## src/rtl/subtractor_32bit_serial.sv

```systemverilog
// Slice-serial subtractor: diff = a - b, one SLICE-bit slice per clock, LSB slice first,
// with the borrow rippled between slices through a register. Valid/ready on both sides,
// one operation in flight.
module subtractor_32bit_serial #(
    parameter int unsigned WIDTH = 32,
    parameter int unsigned SLICE = 8
) (
    input  logic             clk,
    input  logic             rst_n,
    input  logic             in_valid_i,
    output logic             in_ready_o,
    input  logic [WIDTH-1:0] a_i,
    input  logic [WIDTH-1:0] b_i,
    output logic             out_valid_o,
    input  logic             out_ready_i,
    output logic [WIDTH-1:0] diff_o,
    output logic             borrow_o,
    output logic             ovf_o
);

    localparam int unsigned N    = WIDTH / SLICE;
    localparam int unsigned IdxW = (N > 1) ? $clog2(N) : 1;
    localparam logic [IdxW-1:0] LastIdx = IdxW'(N - 1);

    if (WIDTH % SLICE != 0) begin : g_bad_width
        $error("WIDTH must be an integer multiple of SLICE");
    end

    typedef enum logic [1:0] {StIdle, StBusy, StDone} state_e;

    state_e            state_q, state_d;
    logic [WIDTH-1:0]  a_q, a_d, b_q, b_d;
    logic [WIDTH-1:0]  diff_q, diff_d;
    logic              a_msb_q, a_msb_d, b_msb_q, b_msb_d;
    logic              bor_q, bor_d;
    logic              borrow_q, borrow_d;
    logic              ovf_q, ovf_d;
    logic [IdxW-1:0]   idx_q, idx_d;
    logic [SLICE:0]    slice_res;
    logic [WIDTH+SLICE-1:0] diff_shift;

    // Current slice: operands are shifted down each cycle, so the active slice is always
    // the low SLICE bits; results enter diff from the top and shift down into place.
    always_comb begin
        slice_res  = {1'b0, a_q[SLICE-1:0]} - {1'b0, b_q[SLICE-1:0]} - {{SLICE{1'b0}}, bor_q};
        diff_shift = {slice_res[SLICE-1:0], diff_q} >> SLICE;
    end

    // Next-state logic for the IDLE -> BUSY -> DONE -> IDLE sequence.
    always_comb begin
        state_d  = state_q;
        a_d      = a_q;
        b_d      = b_q;
        a_msb_d  = a_msb_q;
        b_msb_d  = b_msb_q;
        bor_d    = bor_q;
        idx_d    = idx_q;
        diff_d   = diff_q;
        borrow_d = borrow_q;
        ovf_d    = ovf_q;
        unique case (state_q)
            StIdle: begin
                if (in_valid_i) begin
                    a_d     = a_i;
                    b_d     = b_i;
                    a_msb_d = a_i[WIDTH-1];
                    b_msb_d = b_i[WIDTH-1];
                    bor_d   = 1'b0;
                    idx_d   = '0;
                    state_d = StBusy;
                end
            end
            StBusy: begin
                diff_d = diff_shift[WIDTH-1:0];
                a_d    = a_q >> SLICE;
                b_d    = b_q >> SLICE;
                bor_d  = slice_res[SLICE];
                idx_d  = idx_q + 1'b1;
                if (idx_q == LastIdx) begin
                    borrow_d = slice_res[SLICE];
                    // Top bit of the last slice is the final diff MSB.
                    ovf_d    = (a_msb_q != b_msb_q) && (slice_res[SLICE-1] != a_msb_q);
                    state_d  = StDone;
                end
            end
            StDone: begin
                if (out_ready_i) state_d = StIdle;
            end
            default: state_d = StIdle;
        endcase
    end

    // State and datapath registers; reset discards any in-flight operation.
    always_ff @(posedge clk or negedge rst_n) begin
        if (!rst_n) begin
            state_q  <= StIdle;
            a_q      <= '0;
            b_q      <= '0;
            a_msb_q  <= 1'b0;
            b_msb_q  <= 1'b0;
            bor_q    <= 1'b0;
            idx_q    <= '0;
            diff_q   <= '0;
            borrow_q <= 1'b0;
            ovf_q    <= 1'b0;
        end else begin
            state_q  <= state_d;
            a_q      <= a_d;
            b_q      <= b_d;
            a_msb_q  <= a_msb_d;
            b_msb_q  <= b_msb_d;
            bor_q    <= bor_d;
            idx_q    <= idx_d;
            diff_q   <= diff_d;
            borrow_q <= borrow_d;
            ovf_q    <= ovf_d;
        end
    end

    // Outputs are pure state decodes or registers.
    always_comb begin
        in_ready_o  = (state_q == StIdle);
        out_valid_o = (state_q == StDone);
        diff_o      = diff_q;
        borrow_o    = borrow_q;
        ovf_o       = ovf_q;
    end

endmodule

```

## config.mk

```make
export PLATFORM = sky130hd
export DESIGN_NAME = subtractor_32bit_serial
export DESIGN_NICKNAME = d
export VERILOG_FILES = /design/src/rtl/subtractor_32bit_serial.sv
export SDC_FILE = /design/constraint.sdc
export NUM_CORES = 1
export LEC_CHECK = 0
export BUFFER_PORTS_ARGS = -buffer_cell sky130_fd_sc_hd__buf_4
export CAP_MARGIN = 20
export CORE_MARGIN = 2
export CORE_UTILIZATION = 38
export DETAILED_ROUTE_END_ITERATION = 10
export GPL_TIMING_DRIVEN = 0
export SLEW_MARGIN = 15
export SYNTH_ARGS = -nofsm -noshare
export SYNTH_HDL_FRONTEND = slang
export SYNTH_SLANG_ARGS = --single-unit
```

## constraint.sdc

```tcl
create_clock -name clk -period 5.3 [get_ports clk]
set_input_delay 0.795 -clock clk [delete_from_list [all_inputs] [get_ports clk]]
set_output_delay 0.795 -clock clk [all_outputs]
set_load 0.005 [all_outputs]
```

Word level (Yosys, flattened, before mapping)
Index checks and enable logic that the tools add are counted.

storage, ports and cells
  flip-flop bits (word level) = 105
  bits of input ports = 68
  logic and storage cells = 40

operators by class
  add/sub/neg operators = 3
  eq/ne operators = 8
  mux-type cells = 12
  reductions and logical operators = 7

operator list
  cell                                                              number
  32-bit case mux with 2 select lines                               2
  32-bit two-way mux                                                2
  8-bit by 8-bit subtractor with 9-bit output                       1
  9-bit by 1-bit subtractor with 9-bit output                       1
  2-bit two-way mux                                                 4
  2-bit case mux with 3 select lines                                1
  2-bit AND reduction                                               3
  2-bit == test (second input constant)                             2
  2-bit != test (second input constant)                             2
  2-bit case mux with 2 select lines                                1
  3-bit AND reduction                                               1
  2-bit by 1-bit adder with 2-bit output (second input constant)    1
  2-bit by 1-bit == test with 1-bit output (second input constant)  1
  2-bit logical NOT                                                 1
  1-bit != test                                                     2
  2-bit by 1-bit != test with 1-bit output (second input constant)  1
  1-bit case mux with 2 select lines                                1
  2-bit nonzero test                                                1
  1-bit logical AND                                                 1
  1-bit two-way mux                                                 1

Depth between registers and ports, before layout
Gate-level depths: netlist of the first run.

  word-level depth = 4
  mapped depth = 9
  gate-level depth less buffers = 9

Worst setup path before layout of the first run
No wires, ideal clock.

  path kind = register -> register
  start = reg b_q[4]
  end = reg ovf_q (netlist: ovf_o)
  setup time = 0.069 ns
  arrival time = 2.102 ns
  data required time = 5.231 ns
  setup slack = 3.130 ns
  cell stages (with the launch flop) = 9
  path through = dfrtp_1 > ha_1 > inv_1 > ha_1 > a21o_1 > a2111oi_4 > mux2i_1 > a2111o_1 > nand3_1

on the way
  longest elaborated chain between the ends = 4

RTL lines
  element                                      RTL line  RTL
  from (decl)                                  32        logic [WIDTH-1:0] a_q, a_d, b_q, b_d;
  from (signal assigned)                       98        b_q <= '0;
  from (signal assigned)                       109       b_q <= b_d;
  8-bit by 8-bit subtractor with 9-bit output  45        slice_res = {1'b0, a_q[SLICE-1:0]} - {1'b0, b_q[SLICE-1:0]} - {{SLICE{1'b0}}, bor_q};
  9-bit by 1-bit subtractor with 9-bit output  45
  1-bit != test                                82        ovf_d = (a_msb_q != b_msb_q) && (slice_res[SLICE-1] != a_msb_q);
  1-bit logical AND                            82
  to (signal assigned)                         116       ovf_q <= ovf_d;
  to (decl)                                    37        logic ovf_q, ovf_d;

No other way between the ends.
A chain may end at the register's enable or synchronous reset.

Worst setup path after layout of the first run
  start = reg a_q[4]
  end = reg diff_q[31] (netlist: diff_o[31])

on the way
  longest elaborated chain between the ends = 2

RTL lines
  element                                      RTL line  RTL
  from (decl)                                  32
  from (signal assigned)                       97        a_q <= '0;
  from (signal assigned)                       108       a_q <= a_d;
  8-bit by 8-bit subtractor with 9-bit output  45
  9-bit by 1-bit subtractor with 9-bit output  45
  to (signal assigned)                         114       diff_q <= diff_d;
  to (decl)                                    33        logic [WIDTH-1:0] diff_q, diff_d;

No other way between the ends.

==> results.md, run 1 <==
- Status: complete, no violations
- Top Ports: between 100 and 150
- Worst-path clk slew: ~70 ps
- Final WS setup: 2900 ps
- Total grt overflow: 0
- Die area: between 10000 and 15000 sq um
- Compound-Gate Fraction of Synth Area: 12.3%
- GRT Resource Usage Total: 18.7%
- Worst vdd rail ir drop: 262 uV
- DRC Markers: 0
- Share of post-route cells with drive strength above 1: 18.1%
- CTS Root Cell: clkbuf_16
- Arrival time at the worst endpoint: 2630 ps
- CTS Sinks: 105
- FF+latch count, synth: between 100 and 150
- Worst setup path class: reg2reg
- Hold Crit Class: reg2reg
- Crit-path max cell delay: 420 ps
- Fillers: 1254
- PortBufs: a little over 100
- RSZ-0062 raised after global routing: false
- First-pass GRT wire length: 19800 um
- Number of synthesized flops with an enable pin: 0
- Switching power of the nets: 1.87 mW
- Tot Pwr: 4.41 mW
- Crit-path max FO: 5
- Antenna fix cells: 0
- Synth Net Count: roughly 660
- Hold_buf cts: 0
- F_max: roughly 420 MHz
- Crit path max-delay family: compound AO/OA/AOI/OAI gates
- P_int: roughly 2.5 mW
- Power share of the combinational group: 50.9%
- DR vias: 4203
- Min Tclk post-route: approximately 2400 ps
- Final period util: 45.3%
- Initial Utilization: approximately two fifths
- Startpoint types: flop
- Number of max-cap violations: 0
- Total core area: between 10000 and 15000 sq um
- Final Max Tran Viols: 0
- Antenna viol nets, final: 0
- WL final: 12100 um
- Die width: 117 um
- Most common cell after layout, fill and taps aside: nand2_1
- Max clock buf depth: 2
- Pre-CTS setup slack: 2910 ps
- Clock power share: 16.2%
- Avg Cell Area, Syn: 8.49 sq um
- Post-Synth Simple-Gate Area: a little under a quarter
- Synthesized area: 4850 sq um
- CTS tree: built
- Setup violators final: 0
- Synth top area share: ~54%
- Die height: around 120 um
- Main combinational cell family by area after synthesis: simple AND/OR/NAND/NOR gates
- RePlAce Congestion: 0.848
- Initial antenna violation count: 0
- WL/cell: roughly 14 um
- Area contributors post-synth: dfrtp_1 (54%), nand2_1 (17%), a31oi_1 (6.2%), nor2_1 (4.0%), ha_1 (3.9%)
- Pwr/cell area: 716 nW/um^2
- Commonest non-fill, non-tap cells in the layout: nand2_1 (221), dfrtp_1 (105), buf_4 (103), nor2_1 (52), a31oi_1 (48)
- Synth Area in Adders: under 10%
- Num CTS Buffers: 9
- H-Tree Depth: 3
- Crit path buf inv count: 2
- Reported leakage power: 3.08 nW
- Clock Skew: 9.77 ps
- Fin. Hold Viols: 0
- Mux cell area share after synthesis: 0.206%
- Netlist cell types: 31
- FFs w/ async S/R, synth: 100%
- Element type at the critical path end: flop
- Final TNS setup: 0 ps
- Seq/Total Area, Yosys: 54.2%
- Routed vias/inst: 4.88
- Slowest-stage cell, CP: a221oi_1
- Detailed Routing Iterations Pass 1: 4
- Vias in the first global route: 4147
- Switching share of power: a little over two fifths
- Reg power frac: around 33%
- Worst Tran Pin Value: approximately 960 ps
- DRT iter0 DRCs: about 240
- Dpl hpwl: 8900 um
- Largest net degree at the start of global routing: 106
- Post-CTS Setup Repair Bufs: 0
- Mapped Cells: approximately 570
- Post-synth top area cell: dfrtp_1
- Xor/xnor cell area share of the yosys netlist: 0.903%
- # resized after CTS: 0
- Most used DFF post-synth: dfrtp_1
- Rel. slew slack: approximately 36%
- CP cell instances: inv_1 -> ha_1 -> inv_1 -> ha_1 -> a21o_1 -> a21o_2 -> a221oi_1 -> a21oi_1 -> a21o_1
- Row count: 41
- Worst skew pair latency: 340 ps
- Worst endpoint required time: between 5000 and 6000 ps
- Warnings, synthesis: 0
- Layout Nets: 770
- P&R area growth vs syn: 27.0%
metrics by stage:
step                      utilization, %  instance area (sq um)  hold slack (ps)  instances
final                               49.2                   6160              476        862
after global routing                49.2                   6160              514        862
after CTS                           49.2                   6160              482        862
after detailed placement            46.7                   5840              466        846
after global placement              46.6                   5840              459        846
after floorplan                        -                   4850              447        571
sequential cells by signal, indices dropped and copies added, names as in the netlist:
signal and flops:
diff_o 32, b_msb_q 1, bor_q 1, b_q 32, a_q 32, ovf_o 1
state_q 2, idx_q 2, a_msb_q 1, borrow_o 1
cell usage after synthesis (all sizes together), types with 3 or more instances:
library cell  count
ha               15
nand2           221
a21o              3
nand3             4
a31oi            48
a21oi             4
buf               7
nor2b             3
xnor2             3
o21a              3
o21ai            29
dfrtp           105
nor2             52
inv              27
clkbuf           27
nor3              3
worst reg2reg max path: cells and delay by family (launching register included):
kind            cells  cell delay (ps)
compound gates      5             1210
fa+ha+maj           2              620
flops               1              370
buf+inv             2               90
per-layer routing:
layer	vias to the layer above	global-route usage, %	share of wire [%]
met2	125	30.8	47
met4	0	5.88	0.96
met5	-	0	0
met1	1982	25.6	47
met3	10	2.68	4.9
li1	2086	-	-
power by group through the flow:
stage | clock, mW | combinational, mW | sequential, mW
floorplan | 0 | 1.56 | 1.41
global placement | 0 | 2.19 | 1.46
detailed placement | 0 | 2.26 | 1.47
CTS | 0.730 | 2.27 | 1.46
global route | 0.761 | 2.57 | 1.50
finish | 0.713 | 2.24 | 1.45
worst paths after layout:
| check | from | to | slack (ps) | depth (start not counted) |
|---|---|---|---|---|
| hold / removal | diff_o[2]$_DFFE_PN0P_ | diff_o[2]$_DFFE_PN0P_ | 480 | 2 |
| setup reg to reg | a_q[4]$_DFFE_PN0P_ | diff_o[31]$_DFFE_PN0P_ | 2900 | 9 |
| setup / recovery | a_q[4]$_DFFE_PN0P_ | diff_o[31]$_DFFE_PN0P_ | 2900 | 9 |
| hold reg to reg | diff_o[2]$_DFFE_PN0P_ | diff_o[2]$_DFFE_PN0P_ | 480 | 2 |
| min in group asynchronous | rst_n | diff_o[7]$_DFFE_PN0P_ | 560 | 1 |
| max in group asynchronous | rst_n | b_q[6]$_DFFE_PN0P_ | 4080 | 1 |
kinds of logic after synthesis:
family / count (synthesis)
buf+inv: 61
flops: 105
mux: 1
xor+xnor: 5
simple gates: 287
compound gates: 95
fa+ha+maj: 17
area by class of cell:
type	count	area, sq um	share of cell area (%)
Sequential cell	105	2630	42.7
Tap cell	172	215	3.49
Multi-Input combinational cell	405	1980	32.2
Clock buffer	11	233	3.78
Clock inverter	5	85.1	1.38
Timing Repair Buffer	103	777	12.6
Buffer	34	138	2.23
Inverter	27	101	1.65
(Power assumes the default switching activity.)
==> run 2, diff against run 1 <==
==> constraint.sdc (replaced) <==
create_clock -name clk -period 2.5 [get_ports clk]
set_input_delay 0.375 -clock clk [delete_from_list [all_inputs] [get_ports clk]]
set_output_delay 0.375 -clock clk [all_outputs]
set_load 0.005 [all_outputs]
==> results.md, run 2 (same netlist as run 1, synthesis figures left out) <==
- Status: complete, no violations
- Worst Tran Pin Value: 977 ps (+21.3 ps)
- DR vias: 4213 (+0.24%)
- DRT iter0 DRCs: 240 (-0.41%)
- Top Ports: 104 (unchanged)
- Final period util: 94.3% (+49 points)
- Most common cell after layout, fill and taps aside: nand2_1
- First-pass GRT wire length: 19800 um (unchanged)
- Rel. slew slack: 34.9% (-1.4 points)
- Die area: 13700 sq um (unchanged)
- Element type at the critical path end: flop
- CTS Sinks: 105 (unchanged)
- Total core area: 12500 sq um (unchanged)
- Reg-to-reg startpoint: a_q[4]$_DFFE_PN0P_
- Commonest non-fill, non-tap cells in the layout: nand2_1 (221), dfrtp_1 (105), buf_4 (103), nor2_1 (52), a31oi_1 (48)
- Die height: 117 um (unchanged)
- Number of max-cap violations: 0 (unchanged)
- WL/cell: 14.2 um (+0.88%)
- GRT Resource Usage Total: 18.7% (unchanged)
- Vias in the first global route: 4147 (unchanged)
- P&R area growth vs syn: 27.2%
- Worst vdd rail ir drop: 561 uV (+110%)
- Worst setup path class: reg2reg
- Routed vias/inst: 4.89 (+0.24%)
- DRC Markers: 0 (unchanged)
- Antenna viol nets, final: 0 (unchanged)
- Detailed Routing Iterations Pass 1: 4 (unchanged)
- Pwr/cell area: 1530 nW/um^2 (+110%)
- F_max: 424 MHz (+1.8%)
- Arrival time at the worst endpoint: 2640 ps (about the same)
- Worst Setup SP: a_q[4]$_DFFE_PN0P_
- Max clock buf depth: 2 (unchanged)
- Initial antenna violation count: 0 (unchanged)
- Final Max Tran Viols: 0 (unchanged)
- PortBufs: 103 (unchanged)
- Total grt overflow: 0 (unchanged)
- Crit path capture: ovf_o$_DFFE_PN0P_
- RePlAce Congestion: 0.848 (unchanged)
- RSZ-0062 raised after global routing: false
- Clock Skew: 8.54 ps (-1.23 ps)
- R2R depth: 9 (unchanged)
- Hold WS: 120 ps (-356 ps)
- Largest net degree at the start of global routing: 106 (unchanged)
- Startpoint types: flop
- Antenna fix cells: 0 (unchanged)
- Hold Crit Class: in2async
- Setup violators final: 0 (unchanged)
- Final TNS setup: 0 ps (unchanged)
- Share of post-route cells with drive strength above 1: 18.4% (+0.29 points)
- Layout Nets: 770 (unchanged)
- Initial Utilization: 38.7% (unchanged)
- Worst-path clk slew: 70 ps (about the same)
- Num CTS Buffers: 9 (unchanged)
- Worst r2r dst: ovf_o$_DFFE_PN0P_
- CTS Root Cell: clkbuf_16
- Dpl hpwl: 8900 um (unchanged)
- Row count: 41 (unchanged)
- CTS tree: built
- H-Tree Depth: 3 (unchanged)
- Worst R2R Setup Slack: 140 ps (-2760 ps)
- Min Tclk post-route: 2360 ps (-42.5 ps)
- Crit-path max FO: 5 (unchanged)
- Die width: 117 um (unchanged)
- Worst endpoint required time: 2780 ps (-2750 ps)
- Fin. Hold Viols: 0 (unchanged)
- Reported leakage power: 3.08 nW (about the same)
- Worst skew pair latency: 340 ps (about the same)
- WL final: 12200 um (+0.88%)
run 2: cell count changes in the layout (fill, tap and decap cells not counted):
cell	previous run	this run
mux2i_2	0	1
a221oi_2	0	1
mux2i_1	1	0
a221oi_1	1	0
run 2: layer usage:
| layer | wire length, um | up-vias | global-route usage, % |
|---|---|---|---|
| met5 | 0 | - | 0 |
| met4 | 182 | 0 | 5.88 |
| li1 | - | 2083 | - |
| met3 | 609 | 14 | 2.68 |
| met2 | 5680 | 123 | 30.8 |
| met1 | 5730 | 1993 | 25.6 |
run 2: final cells by class:
class	count	area [sq um]
Fill cell	1257	6350
Inverter	27	101
Clock inverter	5	85.1
Timing Repair Buffer	103	777
Clock buffer	11	233
Tap cell	172	215
Sequential cell	105	2630
Buffer	34	138
Multi-Input combinational cell	405	1990
run 2: through the flow:
step	cell area [sq um]	total power [mW]	setup WS, ps	utilization [%]	std cells
6_report	6170	9.44	142	49.3	862
5_1_grt	6170	10.3	21.6	49.3	862
4_1_cts	6160	9.45	98.7	49.2	862
3_5_place_dp	5840	7.90	129	46.7	846
3_3_place_gp	5840	7.73	112	46.6	846
2_1_floorplan	4850	6.30	330	-	571
run 2: worst min path at each step:
stage | start | cells after the start | endpoint
2_1_floorplan | rst_n | 0 | a_msb_q$_DFFE_PN0P_
3_3_place_gp | diff_o[5]$_DFFE_PN0P_ | 2 | diff_o[5]$_DFFE_PN0P_
3_5_place_dp | diff_o[2]$_DFFE_PN0P_ | 2 | diff_o[2]$_DFFE_PN0P_
4_1_cts | rst_n | 1 | diff_o[7]$_DFFE_PN0P_
5_1_grt | rst_n | 1 | diff_o[7]$_DFFE_PN0P_
6_report | rst_n | 1 | diff_o[7]$_DFFE_PN0P_
run 2: what timing repair did:
item	in CTS	in global routing
resized for setup	0	2
endpoints found under the hold margin	0	0
hold buffers	0	0
endpoints found under the setup margin	0	2
buffers inserted	0	0
run 2: worst max-delay path, stage by stage, from the launching register on:
cell and delay [ps]:
dfrtp_1 370, inv_1 50, ha_1 270, inv_1 40, ha_1 350, a21o_1 250, a2111oi_4 360, mux2i_2 150
a2111o_1 380, nand3_1 80
run 2: power breakdown:
group	total (mW)	internal, mW	switching (mW)
Clock	1.52	0.887	0.634
Combinational	4.84	1.98	2.86
Sequential	3.08	2.56	0.524
==> run 3, diff against run 2 <==
--- a/config.mk
+++ b/config.mk
@@ -7,10 +7,9 @@
 export LEC_CHECK = 0
 export BUFFER_PORTS_ARGS = -buffer_cell sky130_fd_sc_hd__buf_4
 export CAP_MARGIN = 20
-export CORE_MARGIN = 2
+export CORE_MARGIN = 5
 export CORE_UTILIZATION = 38
 export DETAILED_ROUTE_END_ITERATION = 10
-export GPL_TIMING_DRIVEN = 0
 export SLEW_MARGIN = 15
 export SYNTH_ARGS = -nofsm -noshare
 export SYNTH_HDL_FRONTEND = slang
==> results.md, run 3 (same netlist as run 1, synthesis figures left out) <==
- Num CTS Buffers: 9 (unchanged)
- DRC Markers: 0 (unchanged)
- Die width: 123 um (+5.1%)
- RePlAce Congestion: 0.843 (-0.59%)
- Largest net degree at the start of global routing: 82 (-23%)
- H-Tree Depth: 3 (unchanged)
- Status: complete, no violations
- Fillers: 1259 (+0.16%)
- Total grt overflow: 0 (unchanged)
- Commonest non-fill, non-tap cells in the layout: nand2_1 (220), buf_4 (107), dfrtp_1 (105), nor2_1 (52), a31oi_1 (48)
- Final Max Tran Viols: 0 (unchanged)
- DRT iter0 DRCs: 284 (+18%)
- WL/cell: 13.2 um (-6.9%)
- DR vias: 3995 (-5.2%)
- Fin. Hold Viols: 0 (unchanged)
- Reported leakage power: 3.08 nW (about the same)
- Detailed Routing Iterations Pass 1: 4 (unchanged)
- Dpl hpwl: 7870 um (-12%)
- Worst setup path class: reg2reg
- Worst-path clk slew: 70 ps (about the same)
- Arrival time at the worst endpoint: 2570 ps (-70 ps)
- Die area: 15100 sq um (+11%)
- Antenna fix cells: 0 (unchanged)
- Slowest-stage cell, CP: dfrtp_1
- Crit path buf inv count: 1 (-1)
- Initial Utilization: 38.6% (-0.16 points)
- P&R area growth vs syn: 26.9%
- Dpl cells: 819 (-3.2%)
- GRT Resource Usage Total: 15.2% (-3.5 points)
- Total core area: 12600 sq um (+0.41%)
- PortBufs: 103 (unchanged)
- Setup violators final: 0 (unchanged)
- Worst skew pair latency: 350 ps (about the same)
- # resized after CTS: 0 (unchanged)
- Rel. slew slack: 46.1% (+11 points)
- Final WS setup: 202 ps (+59.7 ps)
- Crit-path max cell delay: 380 ps (about the same)
- Pwr/cell area: 1490 nW/um^2 (-2.5%)
- Top Ports: 104 (unchanged)
- CTS Sinks: 105 (unchanged)
- CP cell instances: ha_1 -> inv_1 -> ha_1 -> a21o_1 -> a2111oi_4 -> mux2i_1 -> a2111o_1 -> nand3_1
- First-pass GRT wire length: 18500 um (-6.5%)
- Worst Tran Pin Value: 806 ps (-171 ps)
- Crit path max-delay family: compound AO/OA/AOI/OAI gates
- Startpoint types: flop
- Number of max-cap violations: 0 (unchanged)
- Initial antenna violation count: 0 (unchanged)
- Pre-CTS setup slack: 227 ps (+97.4 ps)
- Multi-input gate area: 2000 sq um (+0.19%)
- Min Tclk post-route: 2300 ps (-59.7 ps)
- Die height: 123 um (+5.1%)
- Routed vias/inst: 4.78 (-2.2%)
- Clock Skew: 8.52 ps (-0.0234 ps)
- Cell Count, Final, Fillers Out: 836 (-3.0%)
- Worst endpoint required time: 2780 ps (about the same)
- F_max: 435 MHz (+2.6%)
- Row count: 41 (unchanged)
- Worst vdd rail ir drop: 446 uV (-21%)
- RSZ-0062 raised after global routing: false
- CTS tree: built
- Element type at the critical path end: flop
- Final period util: 91.9% (-2.4 points)
- Share of post-route cells with drive strength above 1: 19.9% (+1.5 points)
- Max clock buf depth: 2 (unchanged)
- Tot Pwr: 9.18 mW (-2.7%)
- Vias in the first global route: 3974 (-4.2%)
- WL final: 11000 um (-9.7%)
- Crit-path max FO: 5 (unchanged)
- Most common cell after layout, fill and taps aside: nand2_1
- Register Area: 2630 sq um (unchanged)
- Layout Nets: 744 (-3.4%)
- Crit path top cell by count: ha_1
- CTS Root Cell: clkbuf_16
- Hold Crit Class: in2reg
- Antenna viol nets, final: 0 (unchanged)
- Final TNS setup: 0 ps (unchanged)
## run 3: changes by cell type in the layout (fill, tap and decap cells not counted), moves of 2 or more
cell      delta
clkbuf_1    -29
buf_12       +3
buf_4        +4
clkbuf_8     +2
buf_2        -5
## run 3: what timing repair did
| item | 4_1_cts | 5_1_grt |
|---|---|---|
| setup buffers | 0 | 0 |
| endpoints found under the hold margin | 23 | 0 |
| hold buffers | 1 | 0 |
## run 3: final cells by class
class                           count  share of cell area (%)
Tap cell                          172                    3.50
Clock inverter                      5                    1.38
Clock buffer                       11                    4.11
Multi-Input combinational cell    405                    32.5
Inverter                           27                    1.65
Sequential cell                   105                    42.7
Timing Repair Buffer              111                    14.2
## run 3: worst paths after layout
kind                                  startpoint  depth (start not counted)  slack [ps]                    end
min in group asynchronous                  rst_n                          2         500    a_q[10]$_DFFE_PN0P_
setup reg to reg              b_q[4]$_DFFE_PN0P_                          8         200      ovf_o$_DFFE_PN0P_
max in group asynchronous                  rst_n                          3        1270    b_q[14]$_DFFE_PN0P_
hold / removal                           a_i[25]                          3         230    a_q[25]$_DFFE_PN0P_
setup / recovery              b_q[4]$_DFFE_PN0P_                          8         200      ovf_o$_DFFE_PN0P_
hold reg to reg            diff_o[4]$_DFFE_PN0P_                          2         470  diff_o[4]$_DFFE_PN0P_
## run 3: power by group
| part | internal, mW | switching (mW) |
|---|---|---|
| clock network | 0.938 | 0.625 |
| registers | 2.56 | 0.511 |
| logic | 1.94 | 2.61 |
## run 3: worst register-to-register path, stage by stage (launching register included)
cell and delay (ps):
dfrtp_1 380, ha_1 270, inv_1 40, ha_1 340, a21o_1 230, a2111oi_4 350, mux2i_1 150, a2111o_1 380
nand3_1 90
## run 3: through the flow
| step | cell area [sq um] | util (%) | hold slack, ps |
|---|---|---|---|
| 6_report | 6150 | 48.9 | 228 |
| 3_5_place_dp | 5800 | 46.2 | 305 |
| 2_1_floorplan | 4850 | - | 79.4 |
| 5_1_grt | 6150 | 48.9 | 224 |
| 4_1_cts | 6150 | 48.9 | 218 |
| 3_3_place_gp | 5800 | 46.2 | 306 |
## run 3: per-layer routing
metal | up-vias | part of all wire (%) | track usage, %
met2 | 100 | 45 | 24.2
met4 | 0 | 1.2 | 3.67
met3 | 11 | 5.6 | 3.61
met5 | - | 0 | 0
li1 | 2025 | - | -
met1 | 1859 | 49 | 21.2
